`config.mk`:
```
export PLATFORM = sky130hd
export DESIGN_NAME = input_vc_scheduler
export DESIGN_NICKNAME = d
export VERILOG_FILES = /design/src/rtl/input_vc_scheduler.sv
export SDC_FILE = /design/constraint.sdc
export NUM_CORES = 1
export LEC_CHECK = 0
export CORE_MARGIN = 2
export CORE_UTILIZATION = 40
export DETAILED_ROUTE_END_ITERATION = 8
export DONT_BUFFER_PORTS = 1
export PLACE_DENSITY = 0.51
export SYNTH_ARGS = -nofsm -noshare
export SYNTH_HDL_FRONTEND = slang
export SYNTH_SLANG_ARGS = --single-unit
```
`constraint.sdc`:
```
create_clock -name clk -period 5.8 [get_ports clk]
set_clock_uncertainty 0.15 [all_clocks]
set_input_delay 1.45 -clock clk [delete_from_list [all_inputs] [get_ports clk]]
set_output_delay 1.45 -clock clk [all_outputs]
set_load 0.005 [all_outputs]
```
`src/rtl/input_vc_scheduler.sv`:
```
// input_vc_scheduler: per-VC IDLE/VA/ACTIVE control with credit-gated read arbitration.
// ROUND_ROBIN_EN selects round-robin read arbitration; the default build is fixed priority.
package input_vc_scheduler_pkg;
  typedef enum logic [1:0] {HEAD, BODY, TAIL} flit_label_t;
endpackage

module input_vc_scheduler
  import input_vc_scheduler_pkg::*;
#(
  parameter int VC_NUM = 2,
  parameter int BUFFER_SIZE = 8,
  localparam int VC_SIZE = VC_NUM > 1 ? $clog2(VC_NUM) : 1
) (
  input  logic                           clk,
  input  logic                           rst,
  input  logic [VC_NUM-1:0]              is_empty_i,
  input  flit_label_t [VC_NUM-1:0]       flit_label_i,
  output logic [VC_NUM-1:0]              va_req_o,
  input  logic [VC_NUM-1:0]              va_grant_i,
  input  logic [VC_NUM-1:0][VC_SIZE-1:0] va_vc_i,
  output logic [VC_NUM-1:0]              vc_valid_o,
  output logic [VC_NUM-1:0][VC_SIZE-1:0] vc_new_o,
  input  logic [VC_NUM-1:0]              credit_i,
  output logic [VC_NUM-1:0]              read_o,
  output logic                           err_o
);
  typedef enum logic [1:0] {IDLE, VA, ACTIVE} state_t;
  localparam int CW = $clog2(BUFFER_SIZE + 1);
  localparam logic [CW-1:0] FULL = CW'(BUFFER_SIZE);
  state_t [VC_NUM-1:0] state_q, state_d;
  logic [VC_NUM-1:0][CW-1:0] credit_q, credit_d;
  logic [VC_NUM-1:0] elig, dec;
  logic err_d;
  always_comb begin
    for (int v = 0; v < VC_NUM; v++) begin
      va_req_o[v] = state_q[v] == VA;
      elig[v] = state_q[v] == ACTIVE && !is_empty_i[v] && !vc_valid_o[v] && credit_q[vc_new_o[v]] != '0;
    end
  end
`ifdef ROUND_ROBIN_EN
  logic [VC_SIZE-1:0] ptr_q, gnt;
  // scan downward so the candidate closest to ptr_q is written last and wins
  always_comb begin
    read_o = '0;
    gnt = '0;
    for (int i = VC_NUM - 1; i >= 0; i--)
      if (elig[(int'(ptr_q) + i) % VC_NUM]) begin
        read_o = '0;
        read_o[(int'(ptr_q) + i) % VC_NUM] = 1'b1;
        gnt = VC_SIZE'((int'(ptr_q) + i) % VC_NUM);
      end
  end
  always_ff @(posedge clk or negedge rst)
    if (!rst) ptr_q <= '0;
    else if (|read_o) ptr_q <= VC_SIZE'((int'(gnt) + 1) % VC_NUM);
`else
  assign read_o = elig & -elig;
`endif
  always_comb begin
    state_d = state_q;
    err_d = err_o;
    dec = '0;
    for (int v = 0; v < VC_NUM; v++) begin
      if (read_o[v]) dec[vc_new_o[v]] = 1'b1;
      if (va_grant_i[v] && state_q[v] != VA) err_d = 1'b1;
      if (state_q[v] == IDLE && !is_empty_i[v]) begin
        if (flit_label_i[v] == HEAD) state_d[v] = VA;
        else err_d = 1'b1;
      end
      if (state_q[v] == VA && va_grant_i[v]) state_d[v] = ACTIVE;
      if (read_o[v] && flit_label_i[v] == TAIL) state_d[v] = IDLE;
    end
    // a read and a returning credit on the same downstream VC cancel out
    for (int d = 0; d < VC_NUM; d++) begin
      credit_d[d] = credit_i[d] && !dec[d] ? (credit_q[d] == FULL ? FULL : credit_q[d] + CW'(1)) :
                    !credit_i[d] && dec[d] ? credit_q[d] - CW'(1) : credit_q[d];
      if (credit_i[d] && !dec[d] && credit_q[d] == FULL) err_d = 1'b1;
    end
  end
  always_ff @(posedge clk or negedge rst) begin
    if (!rst) begin
      for (int v = 0; v < VC_NUM; v++) begin
        state_q[v] <= IDLE;
        credit_q[v] <= FULL;
      end
      vc_valid_o <= '0;
      vc_new_o <= '0;
      err_o <= 1'b0;
    end else begin
      state_q <= state_d;
      credit_q <= credit_d;
      err_o <= err_d;
      for (int v = 0; v < VC_NUM; v++) begin
        vc_valid_o[v] <= state_q[v] == VA && va_grant_i[v];
        if (state_q[v] == VA && va_grant_i[v]) vc_new_o[v] <= va_vc_i[v];
      end
    end
  end
endmodule

```
======== Word level (Yosys, flattened, before mapping) ========
Cells that the tools add are included.
cells by class
  add/subtract/negate cells ............... 5
  $mul .................................... 0
  div/mod/pow operators ................... 0
  $lt $le $gt $ge ......................... 4
  equality and inequality tests ........... 10
  shift operators ......................... 0
  muxes and demuxes ....................... 32
  bitwise gates (word level) .............. 2
  reduce and logical (&&, ||, !) cells .... 44
operators by type and width
  cell                                                        number
  two-way mux 4 bit                                           10
  logical AND 1 bit                                           22
  two-way mux 2 bit                                           10
  nonzero test 3 bit                                          4
  two-way mux 1 bit                                           10
  adder 4 x 1 -> 4 bit, second input constant                 2
  equality test 2 bit, second input constant                  4
  equality test 4 bit, second input constant                  2
  zero test 1 bit                                             8
  zero test 2 bit                                             4
  nonzero test 4 bit                                          2
  subtractor 4 x 1 -> 4 bit, second input constant            2
  equality test 2 x 1 -> 1 bit, second input constant         2
  less-than comparator 1 x 2 -> 1 bit, second input constant  2
  != test 2 x 1 -> 1 bit, second input constant               2
  AND reduction 2 bit                                         2
  nonzero test 2 bit                                          2
  bitwise AND 2 bit                                           1
  demux 1 bit (select 1 bit)                                  2
  greater-or-equal comparator 1 bit, second input constant    2
  negation 2 bit                                              1
  OR 2 bit                                                    1
storage, ports and cells
  register bits ........................... 17
  latch bits .............................. 0
  RAM bits ................................ 0
  ROM bits ................................ 0
  bits of input ports ..................... 14
  output and inout port bits .............. 9
  word-level logic and storage cells ...... 105
  memories kept ........................... 0

======== Longest topological paths before layout ========
Gate-level depths: netlist (run 1).
  word-level depth ........................ 14
  gate-level depth with buffers ........... 10

======== Least setup slack after synthesis (run 1) ========
Ideal clock, no wire load.
  path kind ............................... input-to-output
  start ................................... input port is_empty_i[1]
  end ..................................... output port read_o[1]
  arrival time ............................ 2.254 ns
  required time ........................... 4.200 ns
  slack ................................... 1.946 ns
  cell stages on the path ................. 2
  buffers on the path ..................... 0
  path through ............................ or4b_1 -> a311oi_2
on the way
  cells in the longest elaborated chain, start to end .. 6
ends and longest elaborated chain
  what                                 RTL line  text
  start: declaration                   16        input logic [VC_NUM-1:0] is_empty_i,
  zero test 1 bit (*)                  37        elig[v] = state_q[v] == ACTIVE && !is_empty_i[v] && !vc_valid_o[v] && credit_q[vc_new_o[v]] != '0;
  logical AND 1 bit (*) (3 in series)  37
  negation 2 bit                       57        assign read_o = elig & -elig;
  bitwise AND 2 bit (*)                57
  end: declaration                     24        output logic [VC_NUM-1:0] read_o,
Every way passes the cells marked *; elsewhere a longest branch is shown, timed or not.

======== Worst setup path after layout (run 1) ========
Ends and elaborated chain as after synthesis.

==> results of run 1 <==
[flip-flops by register name, indices dropped and copies added, names as in the netlist]
name,cells
credit_q,8
state_q,4
vc_new_o,2
vc_valid_o,2
err_o,1
[path summary, 6_finish.rpt]
kind	from	end	slack (ns)	cells after the start
worst max-delay path	is_empty_i[1]	read_o[1]	1.87	2
worst min-delay path	credit_q[3]	credit_q[3]	0.41	1
worst max register to register	credit_q[0]	credit_q[3]	2.98	8
worst min register to register	credit_q[3]	credit_q[3]	0.41	1
max in group asynchronous	rst	credit_q[3]	4.64	0
min in group asynchronous	rst	credit_q[6]	0.69	0
[metrics by stage]
step	instances	hold WS (ns)	setup WS, ns
6_report	137	0.409	1.87
5_1_grt	137	0.427	1.82
4_1_cts	137	0.412	1.88
3_5_place_dp	133	0.399	1.88
3_3_place_gp	133	0.391	1.88
2_1_floorplan	103	0.350	1.95
[layout make-up]
class	count	area [um^2]
Clock buffer	4	26.3
Fill cell	242	1370
Inverter	10	37.5
Multi-Input combinational cell	76	553
Sequential cell	17	428
Tap cell	30	37.5
[metal layers]
| metal | vias to the layer above | GRT usage | wire, um |
|---|---|---|---|
| met5 | - | 0 | 0 |
| met4 | 0 | 0.0708 | 23 |
| met3 | 4 | 0.0355 | 94 |
| met2 | 16 | 0.243 | 876 |
| met1 | 373 | 0.212 | 945 |
| li1 | 388 | - | - |
[cell usage in the layout (no fill, tap or decap), types with 2 or more instances in the layout]
cell and instances:
sky130_fd_sc_hd__dfrtp_1 15, sky130_fd_sc_hd__inv_1 9, sky130_fd_sc_hd__nand2_1 7, sky130_fd_sc_hd__nor2_1 7, sky130_fd_sc_hd__o21ai_0 6, sky130_fd_sc_hd__a21oi_1 6
sky130_fd_sc_hd__ha_1 6, sky130_fd_sc_hd__nor2b_1 5, sky130_fd_sc_hd__nor3_1 4, sky130_fd_sc_hd__xor2_1 4, sky130_fd_sc_hd__nand4_1 3, sky130_fd_sc_hd__a31oi_1 3
sky130_fd_sc_hd__clkbuf_4 3, sky130_fd_sc_hd__nor4_4 2, sky130_fd_sc_hd__nand2b_1 2, sky130_fd_sc_hd__nand3_1 2, sky130_fd_sc_hd__nor3b_1 2, sky130_fd_sc_hd__nor4_1 2
sky130_fd_sc_hd__or4_1 2, sky130_fd_sc_hd__o31ai_1 2, sky130_fd_sc_hd__dfstp_2 2
[report_power, final]
part	total, W	switching (W)	internal (W)
combinational	0.000236	0.000120	0.000117
sequential	0.000259	0.0000821	0.000177
clock	0.0000638	0.0000371	0.0000267
total	0.000559	0.000239	0.000320
[kinds of logic after synthesis]
| group | synth area share |
|---|---|
| simple gates | 0.260 |
| compound gates | 0.152 |
| flops | 0.420 |
| buf+inv | 0.0368 |
| fa+ha+maj | 0.0737 |
| xor+xnor | 0.0344 |
| mux | 0.0221 |
==> run summary, run 1 <==
In the synthesized netlist, the cells that appear most often are 15 x sky130_fd_sc_hd__dfrtp_1, 9 x sky130_fd_sc_hd__inv_1, 7 x sky130_fd_sc_hd__nand2_1, 7 x sky130_fd_sc_hd__nor2_1. The post-synthesis cell count came out at 103. In this run the remaining antenna-violating nets after routing total 0. The CTS buffer count came out at 3. The worst setup path is of the in -> out kind. The core region is 2450 um^2. The final worst-path cycle share is 0.677. The area share of the largest cell type after synthesis is 0.369.

For this run, the register share of the synthesized area comes to 0.420. The finished cells cover 1080 um^2. Of all flip-flops after synthesis, the portion carrying an async set or reset was 1.00. Sorting the synthesized cells by area gives the leading types as sky130_fd_sc_hd__dfrtp_1 37%, sky130_fd_sc_hd__ha_1 7.4%, sky130_fd_sc_hd__dfstp_2 5.2%, sky130_fd_sc_hd__nor4_4 4.2%, sky130_fd_sc_hd__xor2_1 3.4%. The count of warnings emitted by yosys is 0. The area of the die came out at around 3000 um^2.

The buffer and inverter count on the worst path is 0. Gates resized during post-CTS repair numbered 0. The critical path data required time is 4.20 ns. The starting utilization of the core area is 0.415. The via density per instance came out at roughly 5.7. The largest fanout of any net on the critical path is 3. The number of DRC markers in iteration 0 is 10. The global-route wire length before repair is 3280 um. The final core area utilization is 0.441. The number of levels the H-tree was split into is 1. Counting distinct cell types in the post-synthesis netlist gives 32. Walking the worst path, the cells encountered are or4b_1 > a311oi_2. The initial antenna violation count came out at 0. The overall power consumption is between 0.0005 and 0.0006 W. The remaining global-route overflow is 0. The worst vdd rail ir drop is 0.000235 V. The CTS sink count is 17. The slowest stage of the critical path is the sky130_fd_sc_hd__or4b_1 cell. Yosys instantiated no cell more often than sky130_fd_sc_hd__dfrtp_1. For this run, the leading register cell type out of synthesis is sky130_fd_sc_hd__dfrtp_1. The count of flip-flops with a built-in enable after synthesis came out at 0. The time the worst path needs with I/O delays and setup came out at 3.93 ns. The via count of the first global-routing pass is 753. The final hold violation count is 0.

The I/O pin total came out at 23. The power per unit of standard cell area came out at 516 nW/um^2. The number of buffers inserted to repair setup after CTS came out at 0. The final-stage net count came out at 128. The count of buffers from port buffering came out at 0. The total nets after synthesis is 123. The post-CTS clock slew at the launch and capture registers of the worst setup and hold paths came out at 0.10 ns. Measured against its own limit, the worst slew margin works out to 0.697. Buffers inserted to repair hold after CTS numbered 0. The biggest area consumer among synthesized cells is sky130_fd_sc_hd__dfrtp_1.

The number of register bits inferred by synthesis is 17. TritonCTS built the clock tree. The netlist area before placement came out at around 1000 um^2. Relative to the synthesized area, the layout overhead comes to 6.27%. The pin count of the biggest net entering global routing is 18.

Among cell families on the critical path, the largest total delay comes from simple AND/OR/NAND/NOR gates. In the global route stage, overall resource usage came out at 0.158. For this run, design rule violations remaining after detail routing come to 0. The actual slew at the worst max-slew pin is around 0.45 ns.

The count of standard-cell rows is 18. In the final layout, the share of cells above drive strength 1 is 0.131. The maximum frequency from static timing analysis came out at about 0.25 GHz. The routability congestion estimate came out at 0.801. The max-slew violation count is 0. The peak per-stage delay on the critical path is 0.54 ns. The tool flagged a number of max-cap violations equal to 0. The average instance in the mapped netlist occupies 9.89 um^2.

The average wire per cell in the routed design is ~14 um. The clock network latency to the later pin of the worst-skew pair is 0.29 ns. The antenna diode count came out at 0. The run finished with clean final reports. The post-detailed-placement half-perimeter wirelength came out at 1530 um. The die width came out at 54.5 um. No sink is reached through more buffers than the 2 on the longest clock path. The root buffer cell chosen for the clock tree is sky130_fd_sc_hd__clkbuf_4. In this run the vertical extent of the chip is 54.5 um. The worst endpoint data arrival time is 2.33 ns.

The setup violation total in the final timing report is 0. The detailed-route wire length came out at about 1900 um. The path class of the tightest hold or removal check is reg -> reg. The placed instance area is around 1100 um^2. The final total negative setup slack came out at 0 ns. Setup repair after global routing left no endpoint under its margin. The worst setup path is captured at an output pin. The number of iterations in the first detailed-routing pass came out at 4. The cell leakage power came out at 0.459 nW. STA classifies the critical path startpoint as a primary input. The detailed-route via count came out at around 780.
(Power assumes the default switching activity.)
==> inputs of run 2 (changes only) <==
--- a/config.mk
+++ b/config.mk
@@ -9,7 +9,7 @@
 export CORE_UTILIZATION = 40
 export DETAILED_ROUTE_END_ITERATION = 8
 export DONT_BUFFER_PORTS = 1
-export PLACE_DENSITY = 0.51
+export PLACE_DENSITY = 0.53
 export SYNTH_ARGS = -nofsm -noshare
 export SYNTH_HDL_FRONTEND = slang
 export SYNTH_SLANG_ARGS = --single-unit
==> constraint.sdc (replaced) <==
create_clock -name clk -period 3.25 [get_ports clk]
set_clock_uncertainty 0.15 [all_clocks]
set_input_delay 0.8125 -clock clk [delete_from_list [all_inputs] [get_ports clk]]
set_output_delay 0.8125 -clock clk [all_outputs]
set_load 0.005 [all_outputs]
==> run summary, run 2 (synthesis results as in run 1) <==
The max-capacitance violation count was 0 (unchanged). The setup violation total in the final timing report is 0 (unchanged). The number of flip-flops in the largest register is 8 (unchanged).

The final total negative setup slack is 0 ns (unchanged). The critical path data required time is 3.32 ns (-0.88 ns). TritonCTS built the clock tree.

The max-slew headroom at the worst pin came to 0.692 (-0.00492). The I/O pin total was 23 (unchanged). The vertical extent of the die came out at 54.5 um (unchanged). The largest registers in the layout are credit_q x8, state_q x4.

From synthesis to final layout, the design area changed by 7.00%. The routability congestion estimate was 0.751 (-6.3%). The path depth of the worst reg2reg path is 9 (+1). The largest fanout of any net on the critical path is 7 (+4). The final hold violation count is 0 (unchanged).

The post-detailed-placement half-perimeter wirelength came to 1530 um (-0.43%). The start of the worst register-to-register path is credit_q[0]. The placeable core area is 2450 um^2 (unchanged).

The detailed-route wire length came to 1940 um (-0.21%). The startpoint-to-endpoint class of the critical path is reg -> reg. In the layout the commonest cells are 15 x sky130_fd_sc_hd__dfrtp_1, 9 x sky130_fd_sc_hd__inv_1, 7 x sky130_fd_sc_hd__nand2_1, 7 x sky130_fd_sc_hd__nor2_1.

The via density per instance came out at 5.61 (-1.6%). The final worst-path setup slack came to 0.442 ns (-1.43 ns). The post-CTS clock slew at the launch and capture registers of the worst setup and hold paths is 0.10 ns (about the same). The count of buffers from port buffering came out at 0 (unchanged).

The CTS buffer count came out at 3 (unchanged). The number of levels the H-tree was split into was 1 (unchanged). In this run the clock root is driven by a sky130_fd_sc_hd__clkbuf_4. The final core area utilization came out at 0.444 (+0.00306). STA classifies the critical path endpoint as a register. The antenna diode count is 0 (unchanged). The max-slew violation count is 0 (unchanged). The number of DRC markers in iteration 0 came out at 13 (+3). The count of standard-cell rows came to 18 (unchanged). The maximum buffer depth of the clock tree was 2 (unchanged). The global-route wire length before repair was 3210 um (-2.3%).

The count of hold-fix buffers inserted at cts came out at 0 (unchanged). The worst setup path is launched from a register. The worst hold slack across all endpoints is 0.0540 ns (-0.355 ns).

The register containing the most flip-flops in the final layout is credit_q. The final worst-path cycle share came out at 0.864. The die width came to 54.5 um (unchanged). The initial antenna violation count is 0 (unchanged). The CTS sink count came out at 17 (unchanged). The pin count of the biggest net entering global routing is 18 (unchanged). The antenna violation net count after detailed routing came out at 0 (unchanged). The maximum frequency from static timing analysis is around 0.36 GHz. The power per unit of standard cell area is 924 nW/um^2 (+79%). The flow ran to the end, and the final reports show no timing, DRC or antenna violations. The remaining global-route overflow is 0 (unchanged). The number of buffers inserted to repair setup after CTS is 0 (unchanged). Setup repair after global routing left no endpoint under its margin.

The detailed-route DRC error count is 0 (unchanged). The aggregate global-route resource usage is 0.152 (-0.00682). In this run the critical register-to-register path is captured at credit_q[7]. For the finished layout, the period the worst path requires is 2.81 ns. The actual slew at the worst max-slew pin is 0.460 ns (+0.00735 ns). The average wire per cell in the routed design came out at 14.0 um (-0.93%). The worst endpoint data arrival time came out at 2.87 ns (+0.54 ns). The library cell used most frequently in the layout, excluding fill and tap cells, is sky130_fd_sc_hd__dfrtp_1. The area of the die came out at 2970 um^2 (unchanged).

The fraction of final layout cells with drive strength greater than 1 came to 0.139 (+0.00805). The setup slack on the worst flop-to-flop path came to 0.44 ns (-2.54 ns). The via count of the first global-routing pass came out at 714 (-5.2%). The path class of the tightest hold or removal check is in -> async. The worst vdd rail ir drop came out at 0.000376 V (+60%). The number of iterations in the first detailed-routing pass was 4 (unchanged).

The quantity of gates resized following cts came out at 0 (unchanged). The detailed-route via count came out at 774 (-0.90%). The pre-CTS setup slack is 0.257 ns (-1.62 ns). The cell leakage power came out at 0.464 nW (+1.1%). The number of fillers in the final layout came out at 249 (+2.9%). The clock network latency to the later pin of the worst-skew pair is 0.29 ns (about the same). The final-stage net count is 129 (+0.78%). The starting utilization of the core area is 0.415 (unchanged).
==> run 2: cell count changes in the layout (fill, tap and decap cells not counted) <==
cell | previous run | this run
sky130_fd_sc_hd__buf_4 | 0 | 1
==> run 2: area by class of cell <==
class | instances | area, um^2 | share of cell area
repair buffers | 1 | 7.51 | 0.00689
inverters | 10 | 37.5 | 0.0344
multi-input cells | 76 | 553 | 0.507
clock buffers | 4 | 26.3 | 0.0241
well taps | 30 | 37.5 | 0.0344
flip-flops and latches | 17 | 428 | 0.393
==> run 2: critical path, stage by stage, from the launching register on <==
cell and delay [ns]:
sky130_fd_sc_hd__dfrtp_1 0.48, sky130_fd_sc_hd__nor4_4 0.37, sky130_fd_sc_hd__nand2b_1 0.15, sky130_fd_sc_hd__nand3_2 0.11, sky130_fd_sc_hd__inv_2 0.05, sky130_fd_sc_hd__o41a_1 0.38, sky130_fd_sc_hd__ha_1 0.27, sky130_fd_sc_hd__or4_1 0.41
sky130_fd_sc_hd__a21oi_1 0.18, sky130_fd_sc_hd__xor2_1 0.18
==> run 2: metrics by stage <==
| step | power, W | instance area, um^2 | instances |
|---|---|---|---|
| 6_report | 0.00101 | 1090 | 138 |
| 5_1_grt | 0.00111 | 1090 | 138 |
| 4_1_cts | 0.00102 | 1090 | 138 |
| 3_5_place_dp | 0.000903 | 1060 | 134 |
| 3_3_place_gp | 0.000890 | 1060 | 134 |
| 2_1_floorplan | 0.000796 | 1020 | 103 |
==> run 2: metal layers <==
layer,vias up,track usage,part of all wire
li1,383,-,-
met3,4,0.0273,0.059
met2,18,0.241,0.47
met4,0,0.0750,0.016
met1,369,0.198,0.45
met5,-,0,0
==> run 2: report_power, final <==
group	switching [W]	internal [W]	leakage, nW
Combinational	0.000218	0.000216	0.250
Sequential	0.000145	0.000315	0.200
Clock	0.0000648	0.0000477	0.0150
Total	0.000429	0.000579	0.464
==> run 2: how the worst max path moves through the flow <==
stage             startpoint          end  cells after the start
2_1_floorplan  is_empty_i[1]  credit_q[3]                      7
3_3_place_gp   is_empty_i[1]  credit_q[7]                      6
3_5_place_dp   is_empty_i[1]  credit_q[3]                      7
4_1_cts          credit_q[0]  credit_q[7]                      9
5_1_grt          credit_q[0]  credit_q[7]                      9
6_report         credit_q[0]  credit_q[7]                      9
==> inputs of run 3 (changes only) <==
--- a/config.mk
+++ b/config.mk
@@ -5,7 +5,7 @@
 export SDC_FILE = /design/constraint.sdc
 export NUM_CORES = 1
 export LEC_CHECK = 0
-export CORE_MARGIN = 2
+export CORE_MARGIN = 4
 export CORE_UTILIZATION = 40
 export DETAILED_ROUTE_END_ITERATION = 8
 export DONT_BUFFER_PORTS = 1
==> run summary, run 3 (synthesis results as in run 1) <==
The area growth from synthesis to layout came out at 7.00% (unchanged). The final total negative setup slack came out at 0 ns (unchanged). The vertical extent of the die came out at 58.5 um (+7.3%). The maximum frequency from static timing analysis came out at 0.355 GHz (-0.35%). The pin count of the biggest net entering global routing came to 18 (unchanged). The clock network latency to the later pin of the worst-skew pair came out at 0.28 ns (about the same). The pre-CTS setup slack is 0.234 ns (-0.0231 ns).

The area of the die is 3420 um^2 (+15%). The final hold violation count came out at 0 (unchanged). The cell leakage power came to 0.464 nW (unchanged).

The aggregate global-route resource usage came out at 0.129 (-0.0221). The detailed-route wire length was 1960 um (+1.0%). The power per unit of standard cell area is 921 nW/um^2 (-0.38%). The actual slew at the worst max-slew pin came out at 0.459 ns (-0.00165 ns). The worst vdd rail ir drop came out at 0.000400 V (+6.4%).

The maximum buffer depth of the clock tree came out at 2 (unchanged). The final worst-path setup slack came out at 0.432 ns (-0.00998 ns). The largest registers in the layout are credit_q x8, state_q x4. The routability congestion estimate came out at 0.814 (+8.4%). The number of levels the H-tree was split into is 1 (unchanged). The kind of start point of the critical path is a register. The library cell contributing the largest single delay on the critical path is sky130_fd_sc_hd__dfrtp_1. The buffer and inverter count on the worst path came out at 1 (unchanged). The placeable core area is 2450 um^2 (unchanged). The post-detailed-placement half-perimeter wirelength is 1610 um (+5.5%).

The initial antenna violation count is 0 (unchanged). The count of hold-fix buffers inserted at cts came to 0 (unchanged). The average wire per cell in the routed design came out at 14.2 um (+1.0%). Clock tree synthesis selected as its root buffer the cell sky130_fd_sc_hd__clkbuf_4. The count of standard-cell rows is 18 (unchanged). Leaving out fill and tap cells, the most frequent cells in the layout are 15 x sky130_fd_sc_hd__dfrtp_1, 9 x sky130_fd_sc_hd__inv_1, 7 x sky130_fd_sc_hd__nand2_1, 7 x sky130_fd_sc_hd__nor2_1. The setup violation total in the final timing report is 0 (unchanged). The starting utilization of the core area is 0.415 (unchanged). The detailed-route DRC error count came out at 0 (unchanged). The peak per-stage delay on the critical path came to 0.48 ns (about the same). The min-delay analysis places its worst path in the category in -> async. The signal on the critical path passes through nor4_4 > nand2b_1 > nand3_2 > inv_2 > o41a_1 > ha_1 > or4_1 > a21oi_1 > xor2_1. The worst endpoint data arrival time came to 2.88 ns (about the same).

The global-route wire length before repair came out at 3420 um (+6.7%). The remaining global-route overflow is 0 (unchanged). The cell count after placement is 134 (unchanged). The number of flip-flops in the largest register is 8 (unchanged). The max-capacitance violation count is 0 (unchanged). The quantity of gates resized following cts is 0 (unchanged). The antenna diode count came out at 0 (unchanged). The number of DRC markers in iteration 0 came out at 16 (+3).

The max-slew violation count came to 0 (unchanged). The startpoint-to-endpoint class of the critical path is reg -> reg. The critical path endpoint category is a register.

The number of fillers in the final layout is 250 (+0.40%). The run finished with clean final reports. The CTS sink count is 17 (unchanged).

Grouping stages by cell kind, the critical path spends the most delay in simple AND/OR/NAND/NOR gates. More flip-flops sit in one register than any other, and that register is credit_q. The fraction of final layout cells with drive strength greater than 1 is 0.139 (unchanged). Setup repair after global routing left no endpoint under its margin.

The most frequent standard cell in the layout excluding fill and tap cells is sky130_fd_sc_hd__dfrtp_1. The antenna violation net count after detailed routing came out at 0 (unchanged). The count of non-filler cells in the finished layout came out at 138 (unchanged). The final core area utilization is 0.444 (unchanged). The multi-input combinational cell area is 553 um^2 (unchanged). The time the worst path needs with I/O delays and setup is 2.82 ns (+0.00998 ns). The largest fanout of any net on the critical path came out at 7 (unchanged).

The final worst-path cycle share came out at 0.867 (+0.00307). The I/O pin total is 23 (unchanged). The via count of the first global-routing pass came to 793 (+11%). The post-CTS clock slew at the launch and capture registers of the worst setup and hold paths came out at 0.10 ns (about the same).

The number of iterations in the first detailed-routing pass came out at 4 (unchanged). The via density per instance came out at 5.50 (-1.9%). The critical path data required time came out at 3.31 ns (about the same). The number of buffers inserted to repair setup after CTS came to 0 (unchanged). The final-stage net count is 129 (unchanged).

The max-slew headroom at the worst pin is 0.693 (+0.00110). The sequential standard cell area came to 428 um^2 (unchanged). The CTS buffer count is 3 (unchanged). The die width was 58.5 um (+7.3%). The detailed-route via count is 759 (-1.9%). The count of buffers from port buffering came out at 0 (unchanged). The clock tree from TritonCTS is built.

The worst hold slack across all endpoints came to 0.0611 ns (+0.00708 ns).
run 3: power by group:
group          switching, W  leakage [nW]  internal (W)
registers          0.000143         0.200      0.000315
logic              0.000221         0.250      0.000215
clock network     0.0000614        0.0150     0.0000476
total              0.000425         0.464      0.000578
run 3: worst paths after layout:
check	start	endpoint	slack, ns	cells past startpoint
hold / removal	rst	credit_q[5]	0.06	0
max in group asynchronous	rst	credit_q[7]	2.72	0
hold reg to reg	credit_q[3]	credit_q[3]	0.40	1
min in group clk	credit_q[3]	credit_q[3]	0.40	1
setup / recovery	credit_q[0]	credit_q[7]	0.43	9
setup reg to reg	credit_q[0]	credit_q[7]	0.43	9
run 3: final cells by class:
type / count / share of cell area
clock buffer: 4 / 0.0241
inverter: 10 / 0.0344
multi-input combinational: 76 / 0.507
sequential: 17 / 0.393
tap: 30 / 0.0344
timing repair buffer: 1 / 0.00689
run 3: per-layer routing:
layer | vias up | global-route usage | part of all wire
met3 | 2 | 0.0351 | 0.047
li1 | 385 | - | -
met2 | 15 | 0.215 | 0.50
met1 | 357 | 0.163 | 0.44
met4 | 0 | 0.0397 | 0.0061
met5 | - | 0 | 0
run 3: per-stage QoR:
stage          total power, W  instance area, um^2
2_1_floorplan        0.000796                 1020
3_3_place_gp         0.000892                 1060
3_5_place_dp         0.000906                 1060
4_1_cts               0.00102                 1090
5_1_grt               0.00110                 1090
6_report              0.00100                 1090
